--- src/rtl/dmem_arbiter.sv ---
// dmem_arbiter: shares one single-port data memory between the core and
// the protocol controller (pc) with lock, anti-starvation and write guard.
// Ports:
//   clk, nrst (async, active-high)
//   core_req/addr/wdata/wr -> core_gnt, core_rvalid, core_rdata
//   pc_req/addr/wdata/wr/lock -> pc_gnt, pc_rvalid, pc_rdata, pc_err
//   mem_addr/mem_out/mem_wr -> datamem, mem_in <- datamem (1-cycle read)
module dmem_arbiter #(
    parameter int unsigned STARVE_MAX = 4
) (
    input  logic        clk,
    input  logic        nrst,
    input  logic        core_req,
    input  logic [10:0] core_addr,
    input  logic [31:0] core_wdata,
    input  logic [3:0]  core_wr,
    output logic        core_gnt,
    output logic        core_rvalid,
    output logic [31:0] core_rdata,
    input  logic        pc_req,
    input  logic [10:0] pc_addr,
    input  logic [31:0] pc_wdata,
    input  logic [3:0]  pc_wr,
    input  logic        pc_lock,
    output logic        pc_gnt,
    output logic        pc_rvalid,
    output logic [31:0] pc_rdata,
    output logic        pc_err,
    output logic [10:0] mem_addr,
    output logic [31:0] mem_out,
    output logic [3:0]  mem_wr,
    input  logic [31:0] mem_in
);

    localparam int unsigned CW_RAW = $clog2(STARVE_MAX + 1);
    localparam int unsigned CW = (CW_RAW > 3) ? CW_RAW : 3;
    localparam logic [CW-1:0] SMAX = CW'(STARVE_MAX);

    logic [CW-1:0] starve_q, starve_d;
    logic          lock_q, lock_d;
    logic          core_rv_q, core_rv_d;
    logic          pc_rv_q, pc_rv_d;
    logic          pc_err_q, pc_err_d;

    logic          force_pc;
    logic          core_sel;
    logic          pc_sel;
    logic          pc_prot;

    // Grants are masked during reset so the memory sees no access.
    always_comb begin
        force_pc = pc_req & (lock_q | (starve_q == SMAX));
        core_sel = ~nrst & core_req & ~force_pc;
        pc_sel   = ~nrst & pc_req & ~core_sel;
        pc_prot  = (pc_wr != 4'h0) & ~pc_addr[10];
    end

    assign core_gnt = core_sel;
    assign pc_gnt   = pc_sel;

    always_comb begin
        mem_addr = '0;
        mem_out  = '0;
        mem_wr   = '0;
        if (core_sel) begin
            mem_addr = core_addr;
            mem_out  = core_wdata;
            mem_wr   = core_wr;
        end else if (pc_sel) begin
            mem_addr = pc_addr;
            mem_out  = pc_wdata;
            // Protected pc writes are accepted but never reach memory.
            mem_wr   = pc_prot ? 4'h0 : pc_wr;
        end
    end

    always_comb begin
        starve_d = starve_q;
        if (!pc_req || pc_sel) begin
            starve_d = '0;
        end else if (core_sel && (starve_q != SMAX)) begin
            starve_d = starve_q + 1'b1;
        end

        lock_d = lock_q;
        if (!pc_req || !pc_lock) begin
            lock_d = 1'b0;
        end else if (pc_sel) begin
            lock_d = 1'b1;
        end

        core_rv_d = core_sel & (core_wr == 4'h0);
        pc_rv_d   = pc_sel & (pc_wr == 4'h0);
        pc_err_d  = pc_sel & pc_prot;
    end

    always_ff @(posedge clk or posedge nrst) begin
        if (nrst) begin
            starve_q  <= '0;
            lock_q    <= 1'b0;
            core_rv_q <= 1'b0;
            pc_rv_q   <= 1'b0;
            pc_err_q  <= 1'b0;
        end else begin
            starve_q  <= starve_d;
            lock_q    <= lock_d;
            core_rv_q <= core_rv_d;
            pc_rv_q   <= pc_rv_d;
            pc_err_q  <= pc_err_d;
        end
    end

    assign core_rvalid = core_rv_q;
    assign pc_rvalid   = pc_rv_q;
    assign pc_err      = pc_err_q;
    assign core_rdata  = core_rv_q ? mem_in : 32'h0;
    assign pc_rdata    = pc_rv_q ? mem_in : 32'h0;

endmodule

--- config.mk ---
export PLATFORM = sky130hd
export DESIGN_NAME = dmem_arbiter
export DESIGN_NICKNAME = d
export VERILOG_FILES = /design/src/rtl/dmem_arbiter.sv
export SDC_FILE = /design/constraint.sdc
export NUM_CORES = 1
export LEC_CHECK = 0
export CELL_PAD_IN_SITES_DETAIL_PLACEMENT = 1
export CELL_PAD_IN_SITES_GLOBAL_PLACEMENT = 2
export CORE_ASPECT_RATIO = 1.5
export CORE_MARGIN = 5
export CORE_UTILIZATION = 10
export DETAILED_ROUTE_END_ITERATION = 10
export GPL_TIMING_DRIVEN = 0
export HOLD_SLACK_MARGIN = 0.1
export PLACE_DENSITY = 0.95
export SLEW_MARGIN = 10
export SYNTH_ARGS = -nofsm -noshare
export SYNTH_HDL_FRONTEND = slang
export SYNTH_SLANG_ARGS = --single-unit
--- constraint.sdc ---
create_clock -name clk -period 2.49 [get_ports clk]
set_input_delay 0.6225 -clock clk [delete_from_list [all_inputs] [get_ports clk]]
set_output_delay 0.6225 -clock clk [all_outputs]
set_load 0.01 [all_outputs]
==> key figures <==
Power and ir drop
  • Lkg Pwr: 1.66 nW
  • Worst vdd ir: 162 uV
  • Pwr/cell area: 212 nW/um2

Clocking
  • Latest clock arrival within the worst-skew pair: 0.23 ns
  • CTS clk-pin slew, worst paths: 0.04 ns
  • Longest Clk Path Bufs: 2
  • CTS tree: built
  • H-Tree Depth: 1
  • Clk sinks: 7
  • Total CTS buffers: 3
  • Hold buffers post-CTS: 0
  • Clk root buf: clkbuf_16

STA
  • RSZ-0062 raised after global routing: no
  • Max-slew headroom: 71.4%
  • Worst setup margin: 0.0508 ns
  • Tcrit/Tclk final: 98.0%
  • # setup viols final: 0
  • Slew Viols, Final: 0
  • Fmax: 410 MHz
  • Final Hold Viols: 0
  • Setup Skew: 0.00188 ns
  • Tmin final: 2.44 ns
  • Worst Tran Pin Value: 0.426 ns

Die
  • Die Wd: 103 um
  • Die Ht: 150 um
  • CORE AREA: 12,900 um2
  • Row cnt: 51
  • Initial cell density of the core: 10.1%
  • I/O Pins: 247
  • Die area: 15,400 um2

Critical path
  • CP Max Fanout: 10
  • CP Cell Sequence: dlygate4sd2_1, inv_2, o21a_4, buf_8, buf_6, a22o_1, buf_2
  • WS Path Type: in2out
  • Crit path max-delay family: buffers and inverters
  • Worst path max stage delay: 0.24 ns
  • Arrival @ worst endpoint: 1.82 ns
  • CP Data Required Time: 1.87 ns
  • Crit path capture type: output pin
  • Critical path buffer and inverter count: 5
  • Slowest CP cell: o21a_4
  • CP Launch Type: primary input

Drt
  • Antenna Nets Post-Route: 0
  • Drt first pass iters: 4
  • Post-route DRC: 0
  • Post-Route WL: 9500 um
  • DR WL/cell: 16.5 um
  • Via/cell ratio: 4.10
  • Vias: 2,364
  • Starting DRT DRC Count: 21

Final layout
  • Sequential cell area: 175 um2
  • Layout cells sized above 1: 18.9%
  • Filler cell count: 1,509
  • Area growth, synth to finish: 202%
  • Final Cell Area: 3920 um2
  • Antenna diodes: 0
  • Area of the multi-input gates: 1030 um2
  • Nets: 551

GRT
  • First-pass GRT wire length: 13,400 um
  • Largest net degree at the start of global routing: 11
  • GRT overflow: 0
  • Vias in the first global route: 2,687
  • GRT Util Overall: 11.3%
  • Initial antenna violation count: 0

Place
  • DP Area: 3960 um2
  • GP Congestion: 0.739
  • Port buffer count: 246
  • DP Worst Slack: -0.906 ns
  • Post-DP HPWL: 8640 um

Yosys
  • Seq/Total Area, Yosys: 13.5%
  • Synthesized instance count: 160
  • Cell Area, Synth: 1300 um2
  • Syn Nets: 293
  • Main synth FF type: dfrtp_1
  • Synth unique cells: 24
  • Post-synth EDFFs: 0
  • Flops & latches, synth: 7
  • Yosys Warn Count: 0
  • Avg Cell Area, Syn: 8.11 um2
  • Share of flip-flops with an asynchronous set or reset: 100%

Flow run
  • Maximum capacitance violations: 0

Outcome
  • Status: complete, no violations

Min path
  • Worst min path class: in2async
-- power by group --
group	internal [W]	total (W)	switching, W	leakage, nW
clock	0.000213	0.000271	0.0000581	0.0382
sequential	0.000117	0.000119	0.00000203	0.0967
combinational	0.000287	0.000441	0.000154	1.53
total	0.000617	0.000831	0.000214	1.66
-- sequential cells by signal, indices dropped and copies added, names as in the netlist --
register	count
pc_rvalid	1
core_rvalid	1
lock_q	1
starve_q	3
pc_err	1
-- cell usage in the layout (no fill, tap or decap), drive strengths merged --
cell type,netlist,routed
a211oi,1,1
buf,10,45
o21a,1,1
clkbuf,6,31
nand3,1,1
nor4,2,2
nor3b,3,3
o211a,1,1
nor2,1,1
a32o,4,4
and2,66,66
a22o,43,43
a32oi,1,1
inv,4,4
clkdlybuf4s50,0,194
ha,2,2
dfrtp,7,7
a221oi,1,1
nand2,2,2
dlygate4sd2,0,3
o21ai,1,1
nor2b,1,1
a21oi,2,2
-- per-layer routing --
metal	track usage (%)	part of all wire, %	vias to the layer above
met5	0	0	-
met4	3.89	2.1	0
met3	4.38	14	10
met2	23.1	55	195
met1	9.14	29	1059
li1	-	-	1100
-- layout make-up --
| class | count | area share [%] |
|---|---|---|
| inverter | 4 | 0.383 |
| timing repair buffer | 253 | 58.1 |
| clock buffer | 4 | 2.01 |
| multi-input combinational | 133 | 26.2 |
| sequential | 7 | 4.47 |
| tap | 159 | 5.08 |
| buffer | 16 | 3.77 |
-- synth_stat cells, drive strengths merged (2+ instances only) --
library cell	count	area [um2]
a21oi	2	13.8
a22o	43	377
a32o	4	40.0
and2	66	413
buf	10	93.8
clkbuf	6	22.5
dfrtp	7	175
ha	2	25.0
inv	4	15.0
nand2	2	7.51
nor3b	3	27.5
nor4	2	12.5
-- worst paths after layout --
path | from | endpoint | slack, ns | depth (start not counted)
hold / removal | nrst | starve_q[2] | 0.43 | 2
hold reg to reg | lock_q | starve_q[2] | 0.56 | 1
max in group asynchronous | nrst | pc_rvalid | 1.84 | 2
min in group clk | lock_q | starve_q[2] | 0.56 | 1
setup reg to reg | starve_q[1] | lock_q | 0.90 | 8
setup / recovery | pc_req | mem_out[16] | 0.05 | 7
-- through the flow --
stage / total power (W) / TNS [ns] / utilization, % / hold slack, ns / std cells
6_report: 0.000831 / 0 / 30.4 / 0.426 / 576
5_1_grt: 0.000874 / 0 / 30.4 / 0.474 / 576
4_1_cts: 0.000859 / -0.0339 / 31.7 / 0.553 / 576
3_5_place_dp: 0.000596 / -39.92 / 30.7 / 0.537 / 565
3_3_place_gp: 0.000585 / -38.29 / 30.7 / 0.523 / 565
2_1_floorplan: 0.000242 / 0 / - / 0.434 / 160
-- kinds of logic after synthesis --
kind of cell	synth area share [%]
simple gates	36.6
compound gates	37.8
buf+inv	10.1
flops	13.5
fa+ha+maj	1.93
-- repair_timing --
| action | 4_1_cts | 5_1_grt |
|---|---|---|
| pin swaps | 4 | 4 |
| buffers inserted | 7 | 0 |
| gates resized for setup | 156 | 44 |
| endpoints found under the setup margin | 49 | 49 |
Note: power is estimated with default switching activity, not from simulation.
